==> src/rtl/seq_mult.sv <==
// Multi-cycle 32x32 unsigned shift-and-add multiplier built around one ripple-carry adder.
// Optional zero-operand shortcut enabled by defining SEQ_MULT_ZERO_BYPASS_EN.

module ripple #(
    parameter int WIDTH = 32
) (
    input  logic [WIDTH-1:0] a,
    input  logic [WIDTH-1:0] b,
    input  logic             cin,
    output logic [WIDTH-1:0] sum,
    output logic             cout
);
    logic [WIDTH:0] carry;

    assign carry[0] = cin;

    for (genvar gi = 0; gi < WIDTH; gi++) begin : g_bit
        assign sum[gi]     = a[gi] ^ b[gi] ^ carry[gi];
        assign carry[gi+1] = (a[gi] & b[gi]) | (carry[gi] & (a[gi] ^ b[gi]));
    end

    assign cout = carry[WIDTH];
endmodule

module seq_mult #(
    parameter int WIDTH = 32,
    parameter int CNT_W = 6
) (
    input  logic               clk,
    input  logic               rst,
    input  logic               start,
    input  logic [WIDTH-1:0]   a,
    input  logic [WIDTH-1:0]   b,
    output logic               busy,
    output logic               done,
    output logic [2*WIDTH-1:0] product
);
    typedef enum logic [1:0] {
        IDLE = 2'd0,
        RUN  = 2'd1,
        DONE = 2'd2
    } state_t;

    state_t             state_reg, state_next;
    logic [WIDTH-1:0]   m_reg, m_next;
    logic [WIDTH-1:0]   hi_reg, hi_next;
    logic [WIDTH-1:0]   lo_reg, lo_next;
    logic [CNT_W-1:0]   cnt_reg, cnt_next;
    logic [2*WIDTH-1:0] product_reg, product_next;

    logic [WIDTH-1:0]   addend;
    logic [WIDTH-1:0]   sum;
    logic               cout;

    // Add the multiplicand only when the current multiplier bit is set.
    assign addend = lo_reg[0] ? m_reg : '0;

    ripple #(.WIDTH(WIDTH)) u_adder (
        .a    (hi_reg),
        .b    (addend),
        .cin  (1'b0),
        .sum  (sum),
        .cout (cout)
    );

    always_ff @(posedge clk or posedge rst) begin
        if (rst) begin
            state_reg   <= IDLE;
            m_reg       <= '0;
            hi_reg      <= '0;
            lo_reg      <= '0;
            cnt_reg     <= '0;
            product_reg <= '0;
        end else begin
            state_reg   <= state_next;
            m_reg       <= m_next;
            hi_reg      <= hi_next;
            lo_reg      <= lo_next;
            cnt_reg     <= cnt_next;
            product_reg <= product_next;
        end
    end

    always_comb begin
        state_next   = state_reg;
        m_next       = m_reg;
        hi_next      = hi_reg;
        lo_next      = lo_reg;
        cnt_next     = cnt_reg;
        product_next = product_reg;
        case (state_reg)
            IDLE: begin
                if (start) begin
                    m_next   = a;
                    hi_next  = '0;
                    lo_next  = b;
                    cnt_next = '0;
`ifdef SEQ_MULT_ZERO_BYPASS_EN
                    if (a == '0 || b == '0) begin
                        state_next   = DONE;
                        product_next = '0;
                    end else begin
                        state_next = RUN;
                    end
`else
                    state_next = RUN;
`endif
                end
            end
            RUN: begin
                // The carry-out becomes HI[31], so the 33-bit partial sum never overflows.
                hi_next  = {cout, sum[WIDTH-1:1]};
                lo_next  = {sum[0], lo_reg[WIDTH-1:1]};
                cnt_next = cnt_reg + 1'b1;
                if (cnt_reg == CNT_W'(WIDTH - 1)) begin
                    state_next   = DONE;
                    product_next = {cout, sum, lo_reg[WIDTH-1:1]};
                end
            end
            DONE: begin
                state_next = IDLE;
            end
            default: begin
                state_next = IDLE;
            end
        endcase
    end

    assign busy    = (state_reg == RUN);
    assign done    = (state_reg == DONE);
    assign product = product_reg;
endmodule

==> config.mk <==
export PLATFORM = sky130hd
export DESIGN_NAME = seq_mult
export DESIGN_NICKNAME = d
export VERILOG_FILES = /design/src/rtl/seq_mult.sv
export SDC_FILE = /design/constraint.sdc
export NUM_CORES = 1
export LEC_CHECK = 0
export ABC_AREA = 1
export ABC_CLOCK_PERIOD_IN_PS = 16110
export BUFFER_PORTS_ARGS = -buffer_cell sky130_fd_sc_hd__buf_2
export CAP_MARGIN = 20
export CORE_MARGIN = 2
export CORE_UTILIZATION = 45
export CTS_BUF_LIST = sky130_fd_sc_hd__clkbuf_8
export DETAILED_ROUTE_END_ITERATION = 16
export PLACE_DENSITY_LB_ADDON = 0.08
export SLEW_MARGIN = 10
export SYNTH_ARGS = -nofsm -noshare
export SYNTH_HDL_FRONTEND = slang
export SYNTH_SLANG_ARGS = --single-unit
==> constraint.sdc <==
create_clock -name clk -period 16.11 [get_ports clk]
set_input_delay 1.611 -clock clk [delete_from_list [all_inputs] [get_ports clk]]
set_output_delay 1.611 -clock clk [all_outputs]
set_load 0.01 [all_outputs]
==> run metrics, run 1 <==
FMAX=between 0.07 and 0.08 GHz; floorplan core area=0.0166 mm²; global-route wire length before repair=29.0 mm; Total Routing Usage GR=between 20% and 30%; largest net degree at the start of global routing=98; Initial DRC Count=267; leading area contributor after synthesis=dfrtp_1; Syn Area/Cell=just over 9 µm²; R2R cell count=42; Cell Int Power=1.02 mW; clk slew on worst S/H paths=~0.080 ns; pins over their slew limit=0; skew final=roughly 0.012 ns; Post-DP HPWL=10.9 mm; crit path capture type=flop; syn_nets=925; Clock Latency Late Sink=0.45 ns; antenna-violating nets left=0; sequential power share=43.2%; P_sw=0.612 mW; CP max FO=33; die width=134 µm; Arr. time, crit path=13.95 ns; Lkg Pwr=4.33 nW; Fin Setup TNS=0 ns; startpoint types=flop; Worst-Margin Slew=~0.91 ns; initial antenna violation count=0; Synth top area share=between 50% and 60%; fillers=between 1500 and 2000; CTS root buffer=clkbuf_8; antenna cells=0; H-tree depth=4; Clk pwr share=18.3%; CTS Buffer Depth=2; TritonCTS clock tree=yes; I/O pins=133; max reg flops=64; worst relative slew slack=a little under 40%; TritonCTS Buffers=17; drt drc=0; vias=5763; Port Buffer Count=about 130; outcome=finished clean; pwr/cell area=186 mW/mm²; crit share post-route=84.5%; flop-to-flop setup slack=2.50 ns; CP Class=flop to flop; GRT overflow=0; post-cts resize count=0; combinational power share=38.5%; Tmin final=13.61 ns; slowest cell on the critical path=fa_1; Worst EP required=16.46 ns; Top cell by count, worst path=fa_1; Initial Util=45.9%; hold-fix buffer count after cts=0; DRT Wirelength=16.8 mm; Max VDD drop=0.0740 mV; mean number of vias per cell=4.93; FP Rows=47; Setup-failing EPs final=0; unrepaired setup endpoints after global routing=no; final instance area=0.00879 mm²; share of post-route cells with drive strength above 1=between 10% and 20%; die height=134 µm; mapped cell area=0.00761 mm²; synth unique cells=20; Area contributors post-synth=dfrtp_1 (55%), nand2_1 (17%), fa_1 (8.1%); Detailed Routing Iterations Pass 1=4; routed wire length per instance=14.4 µm; Max-cap violations=0; final number of hold-violating endpoints=0; number of global-route vias before repair=about 6000; Multi-input gate area=0.00295 mm²; setup bufs post-CTS=0; Num Clock Sinks=between 150 and 200; placer congestion estimate=roughly 0.8; sequential element share of the synthesized area=55.2%; dpl cell area=0.00835 mm²; flip-flop and latch area=0.00420 mm²; Synth warnings=0; fin nets=slightly above 1000; WHS Path Cells=2; Area Growth Syn to Fin=15.4%; Switching Fraction=37.5%; hold crit path type=flop to flop; Cells after Synth=825; #FFs+latches synth=168; critical path's largest stage delay=0.50 ns; DIE AREA=0.0180 mm²
==> critical path: cells and delay by family (launching register included) <==
| family | cells | cell delay, ns |
|---|---|---|
| adders and majority gates | 32 | 12.23 |
| buffers and inverters | 7 | 0.68 |
| DFF | 1 | 0.33 |
| and+or+nand+nor | 3 | 0.25 |
==> per-stage QoR <==
stage          cells  utilization (%)  hold slack [ns]  total power [mW]  worst slack [ns]
2_1_floorplan    825                -            0.449              1.15              3.00
3_3_place_gp    1135             50.4            0.448              1.32              2.56
3_5_place_dp    1135             50.4            0.454              1.35              2.50
4_1_cts         1166             52.7            0.474              1.65              2.40
5_1_grt         1168             53.0            0.500              1.78              2.02
6_report        1168             53.0            0.467              1.63              2.50
==> synthesized netlist by cell type (all sizes together) <==
master / number
fa: 31
dfrtp: 168
nand3: 106
nor2: 5
inv: 54
o22ai: 30
nand4: 1
nand2: 343
ha: 2
nand3b: 29
buf: 29
o21ai: 6
clkbuf: 21
==> layout make-up <==
class | count | area share (%)
sequential | 168 | 47.8
multi-input combinational | 553 | 33.5
timing repair buffer | 142 | 8.74
tap | 220 | 3.13
clock buffer | 18 | 2.82
inverter | 54 | 2.36
clock inverter | 13 | 1.59
==> placed cells by master, fill, tap and decap left out <==
cell type,instances
nand2_1,342
dfrtp_1,168
buf_2,132
nand3_1,105
inv_1,54
fa_1,31
o22ai_1,30
nand3b_1,29
clkbuf_8,18
buf_4,8
o21ai_0,6
clkinv_2,4
inv_2,3
nor2_1,3
bufinv_16,3
nor2_4,2
ha_1,2
clkinvlp_4,2
nand3_2,1
inv_6,1
nand2_2,1
nand4_1,1
buf_12,1
buf_16,1
==> per-layer routing <==
metal / GRT usage (%) / share of wire, %
met1: 26.8 / 46
met5: 0 / 0
met3: 3.44 / 4.6
met2: 33.6 / 49
met4: 6.67 / 1.1
==> kinds of logic after synthesis <==
family | after synthesis | share of synthesized area (%)
buf+inv | 104 | 6.19
flops | 168 | 55.2
simple gates | 484 | 27.3
compound gates | 36 | 2.86
fa+ha+maj | 33 | 8.48
==> power by group through the flow <==
stage	Combinational (mW)	Clock, mW	Sequential [mW]
6_report	0.628	0.299	0.705
5_1_grt	0.723	0.326	0.728
4_1_cts	0.636	0.307	0.706
3_5_place_dp	0.633	0	0.712
3_3_place_gp	0.613	0	0.707
2_1_floorplan	0.430	0	0.721
==> worst paths after layout <==
| path | from | to |
|---|---|---|
| worst min register to register | product[13]$_DFFE_PP0P_ | product[13]$_DFFE_PP0P_ |
| min in group asynchronous | rst | product[25]$_DFFE_PP0P_ |
| worst max register to register | lo_reg[0]$_DFFE_PP0P_ | product[62]$_DFFE_PP0P_ |
| worst min-delay path | product[13]$_DFFE_PP0P_ | product[13]$_DFFE_PP0P_ |
| worst max-delay path | lo_reg[0]$_DFFE_PP0P_ | product[62]$_DFFE_PP0P_ |
| max in group asynchronous | rst | hi_reg[26]$_DFFE_PP0P_ |
(Power assumes the default switching activity.)
==> run 2, diff against run 1 <==
Settings changed: ABC_CLOCK_PERIOD_IN_PS 16110 to 11500.
Clock period 16.11 ns to 11.5 ns, I/O delays scaled along.
==> run 2 against run 1 <==
Effect of this change:
- highest routed layer unchanged
- register-to-register slack worse by 2.7 ns
- flip-flop and latch count unchanged
- die area unchanged
- worst setup slack lost 2.7 ns
- global-route usage up 0.16 points
- routed wire length up 2.3%
- sequential share of layout area is 0.53 points lower
- final cell count up 0.51%
- the run now ends with setup timing left
==> run metrics, run 2 (same netlist as run 1, synthesis figures left out) <==
CTS root buffer=clkbuf_8; Detailed Routing Iterations Pass 1=4; die width=134 µm; CP max FO=3; commonest non-fill, non-tap cells in the layout=nand2_1 (342), dfrtp_1 (168), buf_2 (132); number of global-route vias before repair=5974; TritonCTS clock tree=yes; max reg flops=64; Cell Int Power=around 1.4 mW; DRT Wirelength=17.2 mm; reg2reg end=product[62]$_DFFE_PP0P_; Fin Setup TNS=-0.481 ns; TritonCTS Buffers=17; CTS Buffer Depth=2; worst hold start=product[35]$_DFFE_PP0P_; largest net degree at the start of global routing=95; worst relative slew slack=roughly 37%; most common cell after layout, fill and taps aside=nand2_1; slowest cell on the critical path=fa_1; R2R cell count=41; Arr. time, crit path=12.03 ns; worst setup margin=-0.190 ns; Initial Util=45.9%; Hold Path End=product[35]$_DFFE_PP0P_; Setup-failing EPs final=4; vias=5774; Tmin final=11.69 ns; DIE AREA=0.0180 mm²; global-route wire length before repair=29.1 mm; final number of hold-violating endpoints=0; sequential power share=42.4%; share of post-route cells with drive strength above 1=approximately 23%; Max VDD drop=between 0.09 and 0.1 mV; I/O pins=between 100 and 150; drt drc=0; P_sw=0.892 mW; Max-cap violations=0; flop-to-flop setup slack=-0.19 ns; Initial DRC Count=344; Clk pwr share=a little under a fifth; placer congestion estimate=~0.8; WHS Path Cells=2; Post-DP HPWL=around 11 mm; initial antenna violation count=0; fin nets=between 1000 and 1500; antenna-violating nets left=0; Num Clock Sinks=168; pwr/cell area=262 mW/mm²; floorplan core area=0.0166 mm²; routed wire length per instance=14.7 µm; crit share post-route=102%; Finished Core Util=53.6%; FP Rows=47; clk slew on worst S/H paths=0.09 ns; FMAX=~0.086 GHz; Lkg Pwr=about 4.3 nW; mean number of vias per cell=4.92; Clock Latency Late Sink=0.45 ns; Worst EP required=11.84 ns; GRT overflow=0; CP Class=flop to flop; H-tree depth=4; pins over their slew limit=0; Worst-Margin Slew=0.952 ns; failing checks=setup timing; Crit Reg-Reg Startpoint=lo_reg[0]$_DFFE_PP0P_; Area Growth Syn to Fin=16.7%; Switching Fraction=38.4%; die height=around 130 µm; combinational power share=just under 40%; hold crit path type=flop to flop; skew final=0.0108 ns; startpoint types=flop; critical path's largest stage delay=about 0.49 ns; Total Routing Usage GR=between 20 and 25%; antenna cells=0; crit path capture type=flop; unrepaired setup endpoints after global routing=yes; outcome=finished with violations; Port Buffer Count=between 100 and 150; Top cell by count, worst path=fa_2
==> run 2: worst max path at each step <==
stage                          startpoint                 endpoint  slack, ns  cells past startpoint
global placement    lo_reg[0]$_DFFE_PP0P_  product[62]$_DFFE_PP0P_      -0.26                     41
finish              lo_reg[0]$_DFFE_PP0P_  product[62]$_DFFE_PP0P_      -0.19                     41
global route        lo_reg[0]$_DFFE_PP0P_  product[62]$_DFFE_PP0P_      -0.52                     41
detailed placement  lo_reg[0]$_DFFE_PP0P_  product[62]$_DFFE_PP0P_      -0.34                     41
CTS                 lo_reg[0]$_DFFE_PP0P_  product[62]$_DFFE_PP0P_      -0.27                     41
floorplan           lo_reg[0]$_DFFE_PP0P_  product[62]$_DFFE_PP0P_      -0.05                     42
==> run 2: worst max-delay path, delay by kind of cell, from the launching register on <==
family | cells | cell delay (ns)
adders and majority gates | 32 | 10.66
buffers and inverters | 6 | 0.30
DFF | 1 | 0.37
and+or+nand+nor | 3 | 0.21
==> run 2: per-stage QoR <==
stage | hold slack (ns) | setup slack (ns) | power (mW) | area [µm²] | std cells
floorplan | 0.449 | -0.0520 | 1.63 | 7690 | 825
global placement | 0.449 | -0.255 | 1.88 | 8450 | 1139
detailed placement | 0.453 | -0.339 | 1.91 | 8450 | 1139
CTS | 0.474 | -0.268 | 2.35 | 8860 | 1172
global route | 0.494 | -0.523 | 2.53 | 8890 | 1174
finish | 0.469 | -0.190 | 2.33 | 8890 | 1174
==> run 2: power by group through the flow <==
stage / Sequential (mW) / Combinational (mW) / Clock (mW)
6_report: 0.987 / 0.913 / 0.425
5_1_grt: 1.02 / 1.05 / 0.461
4_1_cts: 0.988 / 0.925 / 0.439
3_5_place_dp: 0.998 / 0.915 / 0
3_3_place_gp: 0.991 / 0.892 / 0
2_1_floorplan: 1.01 / 0.621 / 0
==> run 2: final cells by class <==
type                    instances  area (µm²)
fillers                      1600        7690
flip-flops and latches        168        4200
multi-input cells             553        3020
repair buffers                147         786
well taps                     220         275
clock buffers                  18         248
inverters                      54         208
clock inverters                14         149
==> run 2: timing repair <==
action	in CTS	in global routing
endpoints found under the setup margin	6	6
pin swaps	9	4
resized for setup	5	0
setup buffers	1	1
hold buffers	0	0
==> run 2: routing by layer <==
layer	up-vias	share of wire [%]	track usage, %
met3	9	4.5	3.82
met1	2790	46	27.9
met4	0	0.77	5.91
li1	2846	-	-
met5	-	0	0
met2	129	48	33.0
==> run 3, diff against run 2 <==
Settings changed: CORE_ASPECT_RATIO set to 0.8.
==> run 3 against run 2 <==
Effect of this change:
- routed wire length decreased by 0.70%
- die area is essentially flat
- combinational power about the same
- first-iteration DRC count rose by 50%
- non-clock buffer count shrank 4
- the run still ends with setup timing left
- clock-buffer cell count grew 3
- via count is 0.19% higher
- final cell count decreased by 0.51%
- register-to-register slack got worse by 0.11 ns
- sequential power rose by 0.4%
- critical path type unchanged
==> run metrics, run 3 (same netlist as run 1, synthesis figures left out) <==
DIE AREA=0.0180 mm²; antenna-violating nets left=0; Top cell by count, worst path=fa_2; initial antenna violation count=0; Worst path top cell family by delay=adder cells; Max-cap violations=0; Num Clock Sinks=168; die width=149 µm; worst setup margin=-0.298 ns; pwr/cell area=266 mW/mm²; critical path's largest stage delay=roughly 0.50 ns; share of post-route cells with drive strength above 1=22.6%; crit share post-route=103%; outcome=finished with violations; DRT Wirelength=~17 mm; TritonCTS clock tree=yes; Total Routing Usage GR=20.6%; Setup-failing EPs final=4; mean number of vias per cell=4.95; CP max FO=2; Max VDD drop=0.123 mV; Clock Latency Late Sink=0.46 ns; Post-DP HPWL=between 10 and 15 mm; floorplan core area=roughly 0.017 mm²; failing checks=setup timing; fin nets=between 1000 and 1500; pins over their slew limit=0; routed wire length per instance=14.6 µm; Worst EP required=11.84 ns; antenna cells=0; Finished Core Util=54.2%; CP Class=flop to flop; skew final=0.0135 ns; CTS Buffer Depth=2; vias=5785; clk slew on worst S/H paths=approximately 0.08 ns; crit path capture type=flop; max reg flops=64; Detailed Routing Iterations Pass 1=5; largest net degree at the start of global routing=a little under 90; setup bufs post-CTS=0; H-tree depth=4; Port Buffer Count=between 100 and 150; Fin Setup TNS=-0.888 ns; drt drc=0; placer congestion estimate=0.801; most common cell after layout, fill and taps aside=nand2_1; final number of hold-violating endpoints=0; Area Growth Syn to Fin=17.7%; commonest non-fill, non-tap cells in the layout=nand2_1 (342), dfrtp_1 (168), buf_2 (132); unrepaired setup endpoints after global routing=yes; GRT overflow=0; slowest cell on the critical path=fa_1; Tmin final=11.80 ns; hold crit path type=flop to flop; I/O pins=133; FMAX=around 0.085 GHz; Lkg Pwr=4.37 nW; Initial Util=46.0%; Worst-Margin Slew=0.952 ns; worst relative slew slack=36.4%; worst path bufs/invs=6; Arr. time, crit path=12.13 ns; TritonCTS Buffers=17; number of global-route vias before repair=5939; startpoint types=flop; die height=about 120 µm; global-route wire length before repair=29.2 mm; FP Rows=42; CTS root buffer=clkbuf_8; Initial DRC Count=between 500 and 600
[run 3: layout make-up]
type                       count  area [µm²]
clock buffer                  21         289
clock inverter                 9         171
fill                        1558        7590
inverter                      54         208
multi-input combinational    553        3020
sequential                   168        4200
tap                          220         275
timing repair buffer         143         796
[run 3: repair_timing]
action	4_1_cts	5_1_grt
pin swaps	1	2
gates resized for setup	7	0
endpoints found under the setup margin	6	7
hold buffers	0	0
[run 3: layer usage]
metal  track usage [%]  vias up  wire (µm)  part of all wire [%]
li1                  -     2825          -                     -
met1              28.7     2806       8230                    48
met2              32.6      143       7830                    46
met3              5.25       11        895                   5.2
met4              5.00        0        129                  0.76
met5                 0        -          0                     0
[run 3: worst paths after layout]
kind                                              start                 endpoint  slack, ns  depth (start not counted)
worst max register to register    lo_reg[0]$_DFFE_PP0P_  product[62]$_DFFE_PP0P_      -0.30                         41
min in group asynchronous                           rst  product[28]$_DFFE_PP0P_       0.85                          2
worst min-delay path            product[38]$_DFFE_PP0P_  product[38]$_DFFE_PP0P_       0.47                          2
max in group asynchronous                           rst  product[56]$_DFFE_PP0P_       9.41                          4
worst max-delay path              lo_reg[0]$_DFFE_PP0P_  product[62]$_DFFE_PP0P_      -0.30                         41
worst min register to register  product[38]$_DFFE_PP0P_  product[38]$_DFFE_PP0P_       0.47                          2
[run 3: metrics by stage]
stage | hold slack (ns) | instances | power [mW] | area [µm²] | setup slack, ns
after floorplan | 0.449 | 825 | 1.63 | 7690 | -0.0520
after global placement | 0.449 | 1134 | 1.87 | 8410 | -0.181
after detailed placement | 0.453 | 1134 | 1.91 | 8410 | -0.312
after CTS | 0.472 | 1164 | 2.40 | 8880 | -0.343
after global routing | 0.494 | 1168 | 2.60 | 8960 | -0.698
final | 0.466 | 1168 | 2.38 | 8960 | -0.298
[run 3: where the power goes]
group	switching (mW)	total [mW]	internal [mW]
Clock	0.205	0.484	0.278
Combinational	0.529	0.910	0.381
Sequential	0.142	0.991	0.849
Total	0.876	2.38	1.51
[run 3: worst reg2reg max path: cells and delay by family, from the launching register on]
kind | cells | cell delay [ns]
adder cells (fa/ha/maj) | 32 | 10.80
buffers and inverters | 6 | 0.31
flip-flops | 1 | 0.36
AND/OR/NAND/NOR | 3 | 0.23
